**config.mk**
```make
export PLATFORM = sky130hd
export DESIGN_NAME = dffram_arbiter
export DESIGN_NICKNAME = d
export VERILOG_FILES = /design/src/rtl/dffram_arb_pkg.sv /design/src/rtl/dffram_arb_prio.sv /design/src/rtl/dffram_arbiter.sv
export SDC_FILE = /design/constraint.sdc
export NUM_CORES = 1
export LEC_CHECK = 0
export BUFFER_PORTS_ARGS = -buffer_cell sky130_fd_sc_hd__buf_2
export CELL_PAD_IN_SITES_DETAIL_PLACEMENT = 1
export CELL_PAD_IN_SITES_GLOBAL_PLACEMENT = 1
export CORE_AREA = 2 2 105 107
export CTS_BUF_LIST = sky130_fd_sc_hd__clkbuf_16
export DETAILED_ROUTE_END_ITERATION = 12
export DIE_AREA = 0 0 107 109
export GPL_TIMING_DRIVEN = 0
export HOLD_SLACK_MARGIN = 0.06
export PLACE_DENSITY = 0.81
export RECOVER_POWER = 100
export SLEW_MARGIN = 5
export SYNTH_ARGS = -nofsm -noshare
export SYNTH_HDL_FRONTEND = slang
export SYNTH_SLANG_ARGS = --single-unit
```
**constraint.sdc**
```tcl
create_clock -name clk_i -period 1.8 [get_ports clk_i]
set_input_delay 0.36 -clock clk_i [delete_from_list [all_inputs] [get_ports clk_i]]
set_output_delay 0.36 -clock clk_i [all_outputs]
set_load 0.005 [all_outputs]
```
**src/rtl/dffram_arb_pkg.sv**
```systemverilog
// dffram_arb_pkg: shared types and constants for the DFFRAM arbiter slice.
package dffram_arb_pkg;

    localparam int DFFRAM_DEPTH = 4096;
    localparam int DFFRAM_AW    = 12;

    // Bit positions of each requester inside req/gnt vectors
    localparam int IDX_I = 0;
    localparam int IDX_D = 1;

    typedef enum logic [1:0] {
        REQ_NONE = 2'd0,
        REQ_I    = 2'd1,
        REQ_D    = 2'd2
    } requester_t;

    typedef struct packed {
        logic       valid;
        requester_t port;
        logic       err;
        logic       we;
    } resp_t;

    function automatic requester_t winner(input logic [1:0] gnt);
        return gnt[IDX_D] ? REQ_D : gnt[IDX_I] ? REQ_I : REQ_NONE;
    endfunction

endpackage

```
**src/rtl/dffram_arb_prio.sv**
```systemverilog
// dffram_arb_prio: two-requester grant logic, D-priority with a starvation guard for I,
// or strict round-robin when DFFRAM_ARB_RR_EN is defined.
module dffram_arb_prio
    import dffram_arb_pkg::*;
#(
    parameter int STARVE_LIMIT = 4
) (
    input  logic       clk_i,
    input  logic       rst_ni,
    input  logic [1:0] req,
    output logic [1:0] gnt
);

`ifdef DFFRAM_ARB_RR_EN
    logic contest;
    logic last_d;

    assign contest    = req[IDX_I] & req[IDX_D];
    assign gnt[IDX_I] = req[IDX_I] & (~req[IDX_D] | last_d);
    assign gnt[IDX_D] = req[IDX_D] & ~gnt[IDX_I];

    // Resetting to D hands the first contest to I
    always_ff @(posedge clk_i or negedge rst_ni)
        if (!rst_ni)
            last_d <= 1'b1;
        else if (contest)
            last_d <= gnt[IDX_D];
`else
    localparam int CW = $clog2(STARVE_LIMIT + 2);

    logic [CW-1:0] cnt;
    logic          starved;

    assign starved    = cnt == CW'(STARVE_LIMIT);
    assign gnt[IDX_I] = req[IDX_I] & (~req[IDX_D] | starved);
    assign gnt[IDX_D] = req[IDX_D] & ~gnt[IDX_I];

    // Counts consecutive denied cycles of I and saturates at the limit
    always_ff @(posedge clk_i or negedge rst_ni)
        if (!rst_ni)
            cnt <= '0;
        else if (!req[IDX_I] || gnt[IDX_I])
            cnt <= '0;
        else if (!starved)
            cnt <= cnt + 1'b1;
`endif

endmodule

```
**src/rtl/dffram_arbiter.sv**
```systemverilog
// dffram_arbiter: shares one single-port DFFRAM between ibex I and D ports.
// Define DFFRAM_ARB_RR_EN for round-robin arbitration instead of D-priority.
module dffram_arbiter
    import dffram_arb_pkg::*;
#(
    parameter logic [31:0] BASE_ADDR    = 32'h1000_0000,
    parameter int          DEPTH        = DFFRAM_DEPTH,
    parameter int          AW           = $clog2(DEPTH),
    parameter int          STARVE_LIMIT = 4
) (
    input  logic          clk_i,
    input  logic          rst_ni,
    input  logic          i_req_i,
    output logic          i_gnt_o,
    input  logic [31:0]   i_addr_i,
    output logic          i_rvalid_o,
    output logic [31:0]   i_rdata_o,
    output logic          i_err_o,
    input  logic          d_req_i,
    output logic          d_gnt_o,
    input  logic          d_we_i,
    input  logic [3:0]    d_be_i,
    input  logic [31:0]   d_addr_i,
    input  logic [31:0]   d_wdata_i,
    output logic          d_rvalid_o,
    output logic [31:0]   d_rdata_o,
    output logic          d_err_o,
    output logic          ram_en_o,
    output logic [3:0]    ram_we_o,
    output logic [31:0]   ram_di_o,
    output logic [AW-1:0] ram_a_o,
    input  logic [31:0]   ram_do_i
);

    localparam logic [31:0] SPAN = 32'(DEPTH * 4);

    logic [31:0] i_off, d_off, a_off, rdata;
    logic        i_in, d_in;
    logic [1:0]  arb_gnt, gnt;
    resp_t       resp, resp_nxt;

    // Unsigned offset makes addresses below the base wrap out of range too
    assign i_off = i_addr_i - BASE_ADDR;
    assign d_off = d_addr_i - BASE_ADDR;
    assign i_in  = i_off < SPAN;
    assign d_in  = d_off < SPAN;

    dffram_arb_prio #(
        .STARVE_LIMIT (STARVE_LIMIT)
    ) u_prio (
        .clk_i  (clk_i),
        .rst_ni (rst_ni),
        .req    ({d_req_i, i_req_i}),
        .gnt    (arb_gnt)
    );

    // Grants are suppressed while reset is held so every output idles at 0
    assign gnt     = arb_gnt & {2{rst_ni}};
    assign i_gnt_o = gnt[IDX_I];
    assign d_gnt_o = gnt[IDX_D];

    assign a_off    = d_gnt_o ? d_off : i_off;
    assign ram_a_o  = AW'(a_off >> 2);
    assign ram_en_o = (i_gnt_o & i_in) | (d_gnt_o & d_in);
    assign ram_we_o = (d_gnt_o & d_in & d_we_i) ? d_be_i : 4'b0;
    assign ram_di_o = d_wdata_i;

    assign resp_nxt = '{
        valid: |gnt,
        port:  winner(gnt),
        err:   d_gnt_o ? ~d_in : i_gnt_o & ~i_in,
        we:    d_gnt_o & d_we_i
    };

    always_ff @(posedge clk_i or negedge rst_ni)
        if (!rst_ni)
            resp <= '0;
        else
            resp <= resp_nxt;

    assign rdata      = (resp.err | resp.we) ? 32'b0 : ram_do_i;
    assign i_rvalid_o = resp.valid & (resp.port == REQ_I);
    assign d_rvalid_o = resp.valid & (resp.port == REQ_D);
    assign i_rdata_o  = i_rvalid_o ? rdata : 32'b0;
    assign d_rdata_o  = d_rvalid_o ? rdata : 32'b0;
    assign i_err_o    = i_rvalid_o & resp.err;
    assign d_err_o    = d_rvalid_o & resp.err;

endmodule

```
==> impl_metrics.json, run 1 <==
{
  "min_period_ns": 1.98,
  "stdcell_area_sq_mm": 0.00305,
  "grt_pass1_vias": 2123,
  "min-delay-path-class": "in -> reg",
  "post_drt_wl_per_cell_um": 13.5,
  "violations": "negative setup slack",
  "outcome": "finished, violations left",
  "multi_input_comb_area_sq_um": 961,
  "clk_pin_slew_ns": 0.04,
  "synthAdderAreaFrac_pct": 1.87,
  "place_area_sq_mm": 0.00261,
  "crit_type": "reg -> out",
  "crit_required_ns": 1.44,
  "cts-root-buf": "clkbuf_16",
  "min_period_over_period_pct": 110,
  "synth_area_sq_mm": 0.00134,
  "dpl.hpwl_um": 6180,
  "drv_cap": 0,
  "grt_remaining_overflow": 0,
  "regToRegSetupSlack_ns": 0.41,
  "netlist_instances": 178,
  "grt.total_usage_pct": 10.8,
  "start_util_pct": 12.6,
  "cp.arrival_ns": 1.62,
  "synthSimpleGateAreaFrac_pct": 47.1,
  "antennaDiodeCount": 0,
  "clk_latency_ns": 0.23,
  "avgViaCountPerCell": 4.05,
  "portBuffers": 219,
  "layout.area.seq_sq_um": 201,
  "finalHoldViolCount": 0,
  "synth_top_family_by_area": "simple AND/OR/NAND/NOR gates",
  "antenna_found_initial": 0,
  "tightestPinTransition_ns": 0.363,
  "drtPass1Iterations": 4,
  "synthDistinctLibCells": 25,
  "core_area_sq_mm": 0.0106,
  "grt_max_degree": 11,
  "critPathCaptureType": "output port",
  "ys_ff_latch": 8,
  "numCtsBuffers": 3,
  "die_h_um": 109,
  "synth_area_leaders": "and3_1 30%, buf_4 18%, dfrtp_1 15%",
  "synth-compound-area-share_pct": 1.87,
  "area_growth_pct": 128,
  "drive_gt1_share_pct": 72.9,
  "slew_violations": 0,
  "fin_cells": 550,
  "rows": 38,
  "crit_path_start_kind": "flip-flop",
  "fin_skew_ns": 0.00182,
  "synth.area.mux_share_pct": 10.8,
  "place_congestion": 0.748,
  "dpl.cell_count": 537,
  "power_density_mw_per_mm2": 341,
  "setup_violations": 17,
  "syn_area_per_cell_sq_um": 7.52,
  "yosysWarnings": 0,
  "fillCellCount": 1321,
  "relSlewSlack_pct": 75.7,
  "synth_top_area_share_pct": 29.9,
  "final.setup.worst_slack_ns": -0.181,
  "cts_tree": "done",
  "max_freq_mhz": 505,
  "htreeDepth": 1,
  "synth_top_cell_by_area": "and3_1",
  "drtIter0Drc": 126,
  "die-area_sq_mm": 0.0117,
  "nets": 551,
  "io_pins": 256,
  "rsz0062_at_grt": "yes",
  "cp_max_fo": 5,
  "num_vias": 2226,
  "peakVddDrop_mv": 0.182,
  "drt-total-wl_um": 7430,
  "route.detailed.drc": 0,
  "clockBufferDepth": 2,
  "grt_pass1_wl_um": 10200,
  "syn_nets": 317,
  "p_leak_uw": 0.00203,
  "ys_seq_area_share_pct": 15.0,
  "cts_sinks": 8,
  "die_w_um": 107,
  "synth-xor-area-share_pct": 0,
  "ant_nets": 0
}
==> metal layers <==
| metal | routed length, um | part of all wire [%] | vias up | GRT usage (%) |
|---|---|---|---|---|
| met5 | 0 | 0 | - | 0 |
| met4 | 36 | 0.48 | 0 | 2.50 |
| met3 | 648 | 8.7 | 2 | 1.73 |
| met2 | 4140 | 56 | 142 | 22.8 |
| met1 | 2610 | 35 | 1015 | 10.9 |
| li1 | - | - | 1067 | - |
==> stage by stage <==
step | util, % | setup TNS (ns) | hold slack [ns] | worst slack, ns | total power (uW)
final | 28.8 | -2.46 | 0.413 | -0.181 | 1040
after CTS | 28.2 | -2.78 | 0.412 | -0.210 | 1040
after global routing | 28.8 | -3.78 | 0.424 | -0.241 | 1100
after global placement | 24.6 | -10.83 | 0.218 | -0.262 | 567
after detailed placement | 24.6 | -11.91 | 0.224 | -0.307 | 582
after floorplan | - | 0 | 0.0644 | 0.0283 | 353
==> synthesized netlist by cell type <==
cell type,n
nor3b_1,1
a21oi_1,2
mux2i_1,1
inv_1,5
nor4_2,1
mux2_2,12
and3b_1,1
and3_1,64
nor4_1,6
or4b_4,1
o22ai_1,1
nand3_2,1
buf_2,1
clkbuf_1,13
ha_1,2
nor4_4,1
nand3_1,3
nor2_1,7
dfrtp_1,8
and4_1,1
nor4b_1,1
a22o_1,1
nand2_1,6
and2_1,6
buf_4,32
==> timing repair <==
action / in CTS / in global routing
hold endpoints to repair: 8 / 0
buffers inserted: 6 / 2
hold buffers: 1 / 0
endpoints found under the setup margin: 87 / 71
gates resized for setup: 63 / 30
pin swaps: 8 / 7
cloned: 2 / 0
==> power by group <==
group	total, uW	switching, uW	leakage (uW)	internal (uW)
sequential	199	9.17	0.000104	190
clock	366	80.3	0.0000370	286
combinational	477	191	0.00188	286
==> cells in the final DEF (no fill, tap or decap), drive strengths merged <==
| cell | n |
|---|---|
| and2 | 6 |
| nor3b | 1 |
| or4b | 1 |
| nor2 | 8 |
| buf | 236 |
| clkbuf | 40 |
| nand2 | 6 |
| nand3 | 4 |
| and3b | 1 |
| inv | 5 |
| dfrtp | 8 |
| a21oi | 2 |
| and3 | 64 |
| and4 | 1 |
| mux2i | 1 |
| dlygate4sd3 | 1 |
| mux2 | 12 |
| a22o | 1 |
| o22ai | 1 |
| ha | 2 |
| nor4b | 1 |
| nor4 | 8 |
==> logic make-up after synthesis <==
logic type	Yosys count
flops	8
buf+inv	51
mux	13
simple gates	100
fa+ha+maj	2
compound gates	4
==> state kept, by name (all words and copies together) (netlist names) <==
| name | flops |
|---|---|
| resp | 5 |
| u_prio.cnt | 3 |
==> final timing paths <==
check,from,endpoint,cells past startpoint
min reg2reg,u_prio.cnt[2],u_prio.cnt[2],2
min,d_req_i,resp[2],2
max reg2reg,u_prio.cnt[1],resp[1],7
min in group asynchronous,rst_ni,u_prio.cnt[1],2
max,u_prio.cnt[0],ram_a_o[5],7
max in group asynchronous,rst_ni,resp[1],2
==> worst max-delay path: stages (launching register included) <==
cell and delay (ns):
dfrtp_1 0.38, inv_2 0.08, ha_4 0.15, nand3_4 0.07, nand3_4 0.12, buf_8 0.15
mux2_4 0.32, buf_6 0.12
==> final cells by class <==
cell class,count,area share [%]
Buffer,45,11.8
Clock buffer,3,2.46
Inverter,5,0.697
Multi-Input combinational cell,120,31.5
Sequential cell,8,6.60
Tap cell,140,5.74
Timing Repair Buffer,229,41.2
Power figures use the tool's default switching activity.
==> inputs of run 2 (changes only) <==
--- a/config.mk
+++ b/config.mk
@@ -8,10 +8,10 @@
 export BUFFER_PORTS_ARGS = -buffer_cell sky130_fd_sc_hd__buf_2
 export CELL_PAD_IN_SITES_DETAIL_PLACEMENT = 1
 export CELL_PAD_IN_SITES_GLOBAL_PLACEMENT = 1
-export CORE_AREA = 2 2 105 107
+export CORE_AREA = 2 2 125 90
 export CTS_BUF_LIST = sky130_fd_sc_hd__clkbuf_16
 export DETAILED_ROUTE_END_ITERATION = 12
-export DIE_AREA = 0 0 107 109
+export DIE_AREA = 0 0 127 92
 export GPL_TIMING_DRIVEN = 0
 export HOLD_SLACK_MARGIN = 0.06
 export PLACE_DENSITY = 0.81
==> impl_metrics.json, run 2 (same netlist as run 1, synthesis figures left out) <==
{
  "antenna_found_initial": 0,
  "ant_nets": 0,
  "clk_latency_ns": 0.23,
  "setup_violations": 51,
  "drtPass1Iterations": 4,
  "grt_pass1_vias": 2291,
  "fin_skew_ns": 0.000788,
  "top_regs": "resp: 5 flops, u_prio.cnt: 3 flops",
  "cts_sinks": 8,
  "fillCellCount": 1283,
  "p_leak_uw": 0.00205,
  "nets": 560,
  "clockBufferDepth": 2,
  "drtIter0Drc": 33,
  "power_density_mw_per_mm2": 317,
  "drt-total-wl_um": 8360,
  "finalHoldViolCount": 0,
  "portBuffers": 219,
  "htreeDepth": 1,
  "crit_required_ns": 1.44,
  "peakVddDrop_mv": 0.339,
  "regToRegSetupSlack_ns": 0.42,
  "area_growth_pct": 160,
  "die_h_um": 92,
  "critPathCaptureType": "output port",
  "route.detailed.drc": 0,
  "rsz0062_at_grt": "yes",
  "max_freq_mhz": 500,
  "numCtsBuffers": 3,
  "core_area_sq_mm": 0.0107,
  "slew_violations": 0,
  "largest_register_ffs": 5,
  "outcome": "finished, violations left",
  "relSlewSlack_pct": 75.6,
  "tightestPinTransition_ns": 0.365,
  "rows": 32,
  "top_layer_used": "met4",
  "grt.total_usage_pct": 11.9,
  "min_period_ns": 2.00,
  "drive_gt1_share_pct": 77.6,
  "grt_pass1_wl_um": 11400,
  "final_cell_mix": "176 x buf_2, 40 x and3_1, 35 x buf_6, 25 x buf_4, 24 x and3_4",
  "post_drt_wl_per_cell_um": 15.1,
  "cp.arrival_ns": 1.64,
  "dpl.hpwl_um": 6350,
  "report.power.total_uw": 1100,
  "min-delay-path-class": "in -> reg",
  "violations": "negative setup slack",
  "place_congestion": 0.721,
  "wl_met1_um": 3070,
  "cp_max_fo": 8,
  "cts-root-buf": "clkbuf_16",
  "crit_path_start_kind": "flip-flop",
  "die-area_sq_mm": 0.0117,
  "final_util_pct": 32.6,
  "num_vias": 2286,
  "avgViaCountPerCell": 4.12,
  "drv_cap": 0,
  "grt_max_degree": 12,
  "die_w_um": 127,
  "crit_type": "reg -> out",
  "top_register": "resp",
  "clk_pin_slew_ns": 0.04,
  "min_period_over_period_pct": 111,
  "dr_wl_met2_um": 4580,
  "grt_remaining_overflow": 0,
  "cts_tree": "done",
  "layout_commonest_cell": "buf_2",
  "start_util_pct": 12.6,
  "wl_met3_um": 603,
  "antennaDiodeCount": 0,
  "final.setup.worst_slack_ns": -0.198,
  "io_pins": 256
}
[run 2: changes by cell type in the layout (fill, tap and decap cells not counted), sizes merged]
cell / change
buf: +11
clkbuf: -1
nor2: -1
[run 2: final cells by class]
| class | count | area (sq um) | share of cell area (%) |
|---|---|---|---|
| Clock buffer | 3 | 75.1 | 2.16 |
| Buffer | 44 | 382 | 11.0 |
| Tap cell | 136 | 170 | 4.90 |
| Inverter | 5 | 18.8 | 0.540 |
| Multi-Input combinational cell | 119 | 1060 | 30.5 |
| Timing Repair Buffer | 240 | 1570 | 45.2 |
| Sequential cell | 8 | 200 | 5.76 |
[run 2: what timing repair did]
| action | CTS | global route |
|---|---|---|
| setup endpoints to repair | 87 | 71 |
| setup buffers | 12 | 4 |
| pin swaps | 8 | 28 |
| hold buffers | 1 | 0 |
| endpoints found under the hold margin | 8 | 0 |
| gates cloned | 0 | 4 |
| resized for setup | 62 | 69 |
[run 2: power breakdown]
group | internal, uW | switching [uW]
sequential | 189 | 6.72
combinational | 321 | 211
clock | 286 | 87.3
total | 797 | 305
[run 2: path summary, 6_finish.rpt]
path,cells past startpoint,start,end
worst max register to register,6,u_prio.cnt[1],resp[1]
worst min register to register,2,u_prio.cnt[0],u_prio.cnt[0]
worst max-delay path,7,u_prio.cnt[1],ram_a_o[9]
min in group asynchronous,2,rst_ni,u_prio.cnt[0]
worst min-delay path,2,d_req_i,resp[2]
max in group asynchronous,2,rst_ni,resp[3]
[run 2: per-layer routing]
metal / vias to the layer above / GRT usage, %
met1: 1062 / 13.9
met2: 125 / 23.3
met5: - / 0
met3: 15 / 1.40
met4: 0 / 2.29
li1: 1084 / -
[run 2: critical path: stages, from the launching register on]
cell,delay (ns)
dfrtp_1,0.38
inv_2,0.09
ha_4,0.16
nand3_4,0.07
nand3_4,0.11
buf_8,0.15
mux2_4,0.32
buf_6,0.12
[run 2: stage by stage]
step,area (sq um),setup TNS (ns),std cells,setup slack (ns),hold WS [ns]
floorplan,1340,0,178,0.0283,0.0644
global placement,2610,-18.51,533,-0.375,0.221
detailed placement,2610,-19.68,533,-0.385,0.227
CTS,3040,-3.17,547,-0.210,0.407
global route,3480,-7.91,555,-0.250,0.445
finish,3480,-4.94,555,-0.198,0.410
